[src/rtl/spi_memory.sv]
// SPI slave fronting a 128 x 8 register memory: one command byte (7-bit address + R/W)
// followed by one data byte per chip-select period; the SPI pins are oversampled on clk.
module spi_memory (
    input  logic       clk,
    input  logic       rst_n,
    input  logic       sclk_pin,
    input  logic       cs_pin,
    input  logic       mosi_pin,
    output logic       miso_pin,
    output logic [3:0] leds
);

    typedef enum logic [2:0] {
        IDLE,
        CMD,
        READ_LOAD,
        READ_SHIFT,
        WRITE_SHIFT,
        WRITE_MEM,
        DONE
    } state_t;

    state_t     state;
    logic [1:0] sclk_sync;
    logic [1:0] cs_sync;
    logic [1:0] mosi_sync;
    logic       sclk_prev;
    logic       sclk_s;
    logic       cs_s;
    logic       mosi_s;
    logic       sclk_rise;
    logic       sclk_fall;
    logic [3:0] bit_cnt;
    logic [6:0] addr;
    logic [7:0] shift_in;
    logic [7:0] shift_out;
    logic       armed;
    logic [7:0] mem [0:127];

    assign sclk_s    = sclk_sync[1];
    assign cs_s      = cs_sync[1];
    assign mosi_s    = mosi_sync[1];
    assign sclk_rise = sclk_s & ~sclk_prev;
    assign sclk_fall = ~sclk_s & sclk_prev;

    always_ff @(posedge clk) begin
        if (!rst_n) begin
            sclk_sync <= 2'b00;
            cs_sync   <= 2'b11;
            mosi_sync <= 2'b00;
            sclk_prev <= 1'b0;
        end else begin
            sclk_sync <= {sclk_sync[0], sclk_pin};
            cs_sync   <= {cs_sync[0], cs_pin};
            mosi_sync <= {mosi_sync[0], mosi_pin};
            sclk_prev <= sclk_s;
        end
    end

    // armed stays low after reset until cs is seen high, so a transaction cut by reset
    // cannot resume mid-stream.
    always_ff @(posedge clk) begin
        if (!rst_n) begin
            state     <= IDLE;
            bit_cnt   <= 4'd0;
            addr      <= 7'd0;
            shift_in  <= 8'd0;
            shift_out <= 8'd0;
            miso_pin  <= 1'b0;
            leds      <= 4'd0;
            armed     <= 1'b0;
        end else if (cs_s) begin
            state    <= IDLE;
            bit_cnt  <= 4'd0;
            miso_pin <= 1'b0;
            armed    <= 1'b1;
        end else begin
            case (state)
                IDLE: begin
                    miso_pin <= 1'b0;
                    if (armed) begin
                        state   <= CMD;
                        bit_cnt <= 4'd0;
                    end
                end
                CMD: begin
                    if (sclk_rise) begin
                        shift_in <= {shift_in[6:0], mosi_s};
                        if (bit_cnt == 4'd7) begin
                            addr    <= shift_in[6:0];
                            bit_cnt <= 4'd0;
                            state   <= mosi_s ? READ_LOAD : WRITE_SHIFT;
                        end else begin
                            bit_cnt <= bit_cnt + 4'd1;
                        end
                    end
                end
                READ_LOAD: begin
                    shift_out <= mem[addr];
                    state     <= READ_SHIFT;
                end
                // D0 is held until the master's next rising edge, then the read retires.
                READ_SHIFT: begin
                    if (sclk_fall && bit_cnt != 4'd8) begin
                        miso_pin  <= shift_out[7];
                        shift_out <= {shift_out[6:0], 1'b0};
                        bit_cnt   <= bit_cnt + 4'd1;
                    end else if (sclk_rise && bit_cnt == 4'd8) begin
                        miso_pin <= 1'b0;
                        state    <= DONE;
                    end
                end
                WRITE_SHIFT: begin
                    if (sclk_rise) begin
                        shift_in <= {shift_in[6:0], mosi_s};
                        if (bit_cnt == 4'd7) begin
                            state <= WRITE_MEM;
                        end
                        bit_cnt <= bit_cnt + 4'd1;
                    end
                end
                WRITE_MEM: begin
                    leds  <= shift_in[3:0];
                    state <= DONE;
                end
                DONE: begin
                    miso_pin <= 1'b0;
                end
                default: begin
                    state    <= IDLE;
                    miso_pin <= 1'b0;
                end
            endcase
        end
    end

    // Storage is deliberately outside reset; the commit mirrors the FSM's WRITE_MEM step.
    always_ff @(posedge clk) begin
        if (rst_n && !cs_s && state == WRITE_MEM) begin
            mem[addr] <= shift_in;
        end
    end

endmodule

[config.mk]
export PLATFORM = sky130hd
export DESIGN_NAME = spi_memory
export DESIGN_NICKNAME = d
export VERILOG_FILES = /design/src/rtl/spi_memory.sv
export SDC_FILE = /design/constraint.sdc
export NUM_CORES = 1
export LEC_CHECK = 0
export CAP_MARGIN = 20
export CORE_AREA = 2 2 227 319
export DETAILED_ROUTE_END_ITERATION = 6
export DIE_AREA = 0 0 229 321
export PLACE_DENSITY = 0.77
export SLEW_MARGIN = 20
export SYNTH_ARGS = -nofsm -noshare
export SYNTH_HDL_FRONTEND = slang
export SYNTH_SLANG_ARGS = --single-unit
[constraint.sdc]
create_clock -name clk -period 2.75 [get_ports clk]
set_clock_uncertainty 0.05 [all_clocks]
set_input_delay 0.55 -clock clk [delete_from_list [all_inputs] [get_ports clk]]
set_output_delay 0.55 -clock clk [all_outputs]
set_load 0.05 [all_outputs]
After elaboration in Yosys (flattened, before gate mapping)

Memories as Yosys holds them, arrays and structs flattened. A register that Yosys moved wholly into a read port is not among the register bits.
Cells that the tools add are included.

Add/subtract/negate cells: 1
Reduce and logical (&&, ||, !) cells: 18
Multiplexer cells: 24
Equal/unequal tests: 18
Bitwise logic cells: 8

Operator list:

| kind                                                            | number |
|---|---|
| 3-bit 2-to-1 mux                                                | 8 |
| 3-bit one-hot mux with 7 select lines                           | 1 |
| 4-bit 2-to-1 mux                                                | 5 |
| 2-bit inequality test, second input constant                    | 8 |
| 4-bit one-hot mux with 4 select lines                           | 1 |
| 8-bit one-hot mux with 2 select lines                           | 1 |
| 7-bit 2-to-1 mux                                                | 2 |
| 3-bit == test, second input constant                            | 3 |
| 8-bit 2-to-1 mux                                                | 1 |
| 8-bit AND reduction                                             | 1 |
| 3-bit by 2-bit == test with 1-bit output, second input constant | 2 |
| 1-bit inverter                                                  | 6 |
| 3-bit AND reduction                                             | 2 |
| 5-bit AND reduction                                             | 1 |
| 4-bit by 1-bit adder with 4-bit output, second input constant   | 1 |
| 4-bit by 3-bit == test with 1-bit output, second input constant | 1 |
| 4-bit == test, second input constant                            | 1 |
| 1-bit logical AND                                               | 4 |
| 1-bit 2-to-1 mux                                                | 4 |
| 4-bit inequality test, second input constant                    | 1 |
| 2-bit AND reduction                                             | 2 |
| 4-bit AND reduction                                             | 1 |
| 4-bit nonzero test                                              | 1 |
| 2-bit OR reduction                                              | 2 |
| 8 further kinds                                                 | 9 |

Register bits: 43
Output and inout port bits: 5
Logic and storage cells: 82
Memories: 1
Bits of input ports: 5
Bits in writable memories: 1024

Memory list:

| name | depth | bits a word | rd ports | clocked after Yosys merged registers in | write ports | RTL line | RTL |
|---|---|---|---|---|---|---|---|
| mem  | 128   | 8           | 1        | 1                                       | 1           | 38       | `logic [7:0] mem [0:127];` |

Depth between registers and ports, before layout

Word-level depth: 6
Mapped depth: 11
Depth with buffers taken out: 8

Worst setup path after synthesis

Ideal clock, no wire load.

Kind: flip-flop to flip-flop
Start point: reg shift_in[0]
End point: mem mem[0][0] (data pin)
Data required time: 2.162 ns
Setup time: 0.538 ns
Path buffers: 0
Stages on the path, launching flop included: 1
Clock period less this slack: 2.472 ns
Data arrival time: 1.884 ns
Path slack: 0.278 ns
Path through: dfxtp_1

RTL lines:

| element                  | RTL line | RTL |
|---|---|---|
| start: declaration       | 35       | `logic [7:0] shift_in;` |
| start signal: assignment | 88       | `shift_in <= {shift_in[6:0], mosi_s};` |
| start signal: assignment | 115      | `shift_in <= {shift_in[6:0], mosi_s};` |
| end: declaration         | 38       |  |

No word-level cell before the write port.

==> flow_metrics.tcl <==
set metrics [dict create \
    fp.dieW_um 229 \
    final_cell_area_um2 48300 \
    finalHoldViolCount 0 \
    synth-edff-count 1024 \
    hpwl_um 66900 \
    hold_buffers 0 \
    ys_seq_area_share_pct 75.4 \
    met2WireLength_um 52500 \
    period_needed_ns 2.71 \
    highest_layer "met4" \
    ys_ff_latch 1074 \
    seq_power_share_pct 56.6 \
    die_h_um 321 \
    crit_arrival_ns 3.24 \
    p_sw_mw 5.81 \
    fin_crit_sh_pct 98.7 \
    worst-slew-pin-transition_ns 0.841 \
    drt_iter0_drc 3202 \
    maxCapViolations 0 \
    drtAntennaViolNets 0 \
    wl_met3_um 9880 \
    num_antenna_cells 0 \
    place_area_um2 45100 \
    ios 10 \
    via_per_inst 6.59 \
    drcViolationCount 0 \
    cp-start-kind "flip-flop" \
    relSlewSlack_pct 43.5 \
    powerDensity_nw_per_um2 643 \
    min_path_type "flip-flop to flip-flop" \
    cts.clk_slew.worst_paths_ns 0.07 \
    grt_pass1_vias 23500 \
    synth_ff_type "edfxtp_1" \
    netlist_instances 2163 \
    setup_viol 0 \
    drive_gt1_share_pct 25.9 \
    ys_types 62 \
    ir_worst_vdd_v 0.000547 \
    internal_power_mw 25.3 \
    detail_route.wl_per_cell_um 30.0 \
    syn_nets 2170 \
    multi_input_area_um2 9460 \
    end_kind "flip-flop" \
    cts.sinks 1074 \
    grt_pass1_wl_um 154000 \
    ys_async_sr_fraction_pct 0 \
    rsz0062_at_grt "false" \
    fp-row-count 116 \
    clk_latency_ns 0.66 \
    place.gp.congestion 0.957 \
    fin_nets 2459 \
    fmax_mhz 368 \
    numCtsBuffers 93 \
    wl_met1_um 35300 \
    final_common_cell "edfxtp_1" \
    areaGrowthSynthToFinish_pct 14.8 \
    p_leak_nw 15.4 \
    seqCellArea_um2 31800 \
    grt_max_degree 66 \
    vias 22900 \
    cp.required_ns 3.27 \
    final.setup.tns_ns 0 \
    dr.pass1.iters 6 \
    fin_ws_ns 0.0352 \
    routed_wl_um 104000 \
    die-area_um2 73500 \
    avgSynthCellArea_um2 19.5 \
    p_clk_share_pct 43.2 \
    n_fill_cell 4269 \
    p_comb_share_pct 0.2 \
    ys_warn_count 0 \
    swShare_pct 18.7 \
    antenna_found_initial 0 \
    cts_tree "done" \
    slew_violations 0 \
    gr-usage-all-layers_pct 28.8 \
    pre_cts_ws_ns -0.124 \
    gr-total-overflow 0 \
    cts_max_level 3 \
    port_buffers 9 \
    cts_buffer_depth 3 \
    whs_ns 0.385 \
    crit_fanout 14 \
    outcome "completed" \
    cts_root_buffer "clkbuf_16" \
    netlist_area_um2 42100 \
    final_cell_mix "edfxtp_1 (1024), buf_4 (272), nor2_1 (186), mux4_2 (171), mux2i_1 (144)" \
    initial_utilization_pct 59.5 \
    core-area_um2 70800 \
    crit_type "flip-flop to flip-flop" \
]
-- power groups by stage --
stage	registers, mW	logic [mW]	clock network [mW]
after detailed placement	18.0	0.0460	0
after global placement	18.0	0.0448	0
after floorplan	18.0	0.0230	0
after global routing	17.6	0.0505	14.2
after CTS	17.6	0.0464	13.5
final	17.6	0.0474	13.4
-- synth_stat cells (3+ instances only) --
| cell | instances | share of area [%] |
|---|---|---|
| a211oi_1 | 14 | 0.25 |
| a21o_1 | 3 | 0.053 |
| a21oi_1 | 30 | 0.36 |
| a221oi_1 | 6 | 0.12 |
| a22oi_1 | 33 | 0.59 |
| a31oi_1 | 5 | 0.074 |
| and2_1 | 6 | 0.089 |
| and3_1 | 8 | 0.12 |
| buf_1 | 6 | 0.053 |
| buf_12 | 10 | 0.48 |
| buf_2 | 30 | 0.36 |
| buf_4 | 23 | 0.41 |
| buf_6 | 10 | 0.27 |
| buf_8 | 8 | 0.29 |
| clkbuf_1 | 30 | 0.27 |
| dfxtp_1 | 50 | 2.4 |
| edfxtp_1 | 1024 | 73 |
| inv_1 | 9 | 0.080 |
| mux2i_1 | 144 | 3.4 |
| mux4_1 | 25 | 1.6 |
| mux4_2 | 171 | 9.1 |
| nand2_1 | 39 | 0.35 |
| nand2b_1 | 8 | 0.12 |
| nand3_1 | 44 | 0.52 |
| nand3b_1 | 9 | 0.16 |
| nand4_1 | 10 | 0.15 |
| nor2_1 | 188 | 1.7 |
| nor2b_1 | 11 | 0.16 |
| nor3_1 | 29 | 0.34 |
| nor3b_1 | 5 | 0.089 |
| nor4_1 | 10 | 0.15 |
| nor4_2 | 4 | 0.12 |
| o21ai_0 | 17 | 0.20 |
| o21bai_1 | 3 | 0.053 |
| o221ai_1 | 21 | 0.44 |
| o22ai_1 | 72 | 1.1 |
| o22ai_2 | 4 | 0.12 |
| o32ai_1 | 5 | 0.10 |
| o41ai_1 | 4 | 0.083 |
| or3_1 | 5 | 0.074 |
-- critical path, stage by stage (launching register included) --
cell and delay [ns]:
dfxtp_4 0.50, nand2_2 0.29, buf_4 0.30, o221ai_1 0.52
a221oi_1 0.26, a31oi_1 0.31, nand4_1 0.16, o32ai_1 0.22
-- flip-flops by register name, indices dropped and copies added, names as in the netlist, 3 cells and up, named ones only --
name	cells
leds	4
shift_out	8
addr	7
bit_cnt	4
state	3
mem	1024
shift_in	8
-- layout make-up --
| cell class | count | area share [%] |
|---|---|---|
| clock inverter | 65 | 1.43 |
| clock buffer | 108 | 5.08 |
| tap | 944 | 2.44 |
| inverter | 10 | 0.0776 |
| timing repair buffer | 311 | 5.64 |
| sequential | 1074 | 65.8 |
| multi-input combinational | 962 | 19.6 |
-- cell families after synthesis --
family | after synthesis | share of synthesized area [%]
mux | 340 | 14.1
simple gates | 388 | 4.40
buf+inv | 127 | 2.20
fa+ha+maj | 2 | 0.0594
xor+xnor | 1 | 0.0208
compound gates | 231 | 3.81
flops | 1074 | 75.4
-- metal layers --
metal	vias to the layer above	track usage, %
li1	9488	-
met4	0	16.9
met5	-	0
met2	1489	48.1
met3	341	4.72
met1	11600	36.1
-- stage by stage --
stage,utilization [%],std cells,power [mW]
floorplan,-,2163,18.0
global placement,63.7,3296,18.0
detailed placement,63.7,3296,18.0
CTS,68.2,3474,31.2
global route,68.3,3474,31.8
finish,68.3,3474,31.1
-- final timing paths --
kind / end / slack [ns] / startpoint / depth (start not counted)
setup / recovery: shift_out[2] / 0.04 / flip-flop / 7
hold / removal: cs_sync[1] / 0.39 / cs_sync[0] / 1
setup reg to reg: shift_out[2] / 0.04 / flip-flop / 7
hold reg to reg: cs_sync[1] / 0.39 / cs_sync[0] / 1
-- timing repair --
item / 4_1_cts / 5_1_grt
buffers inserted: 5 / 0
setup endpoints to repair: 3 / 9
hold endpoints to repair: 0 / 0
gates resized for setup: 0 / 3
Note: power is estimated with default switching activity, not from simulation.
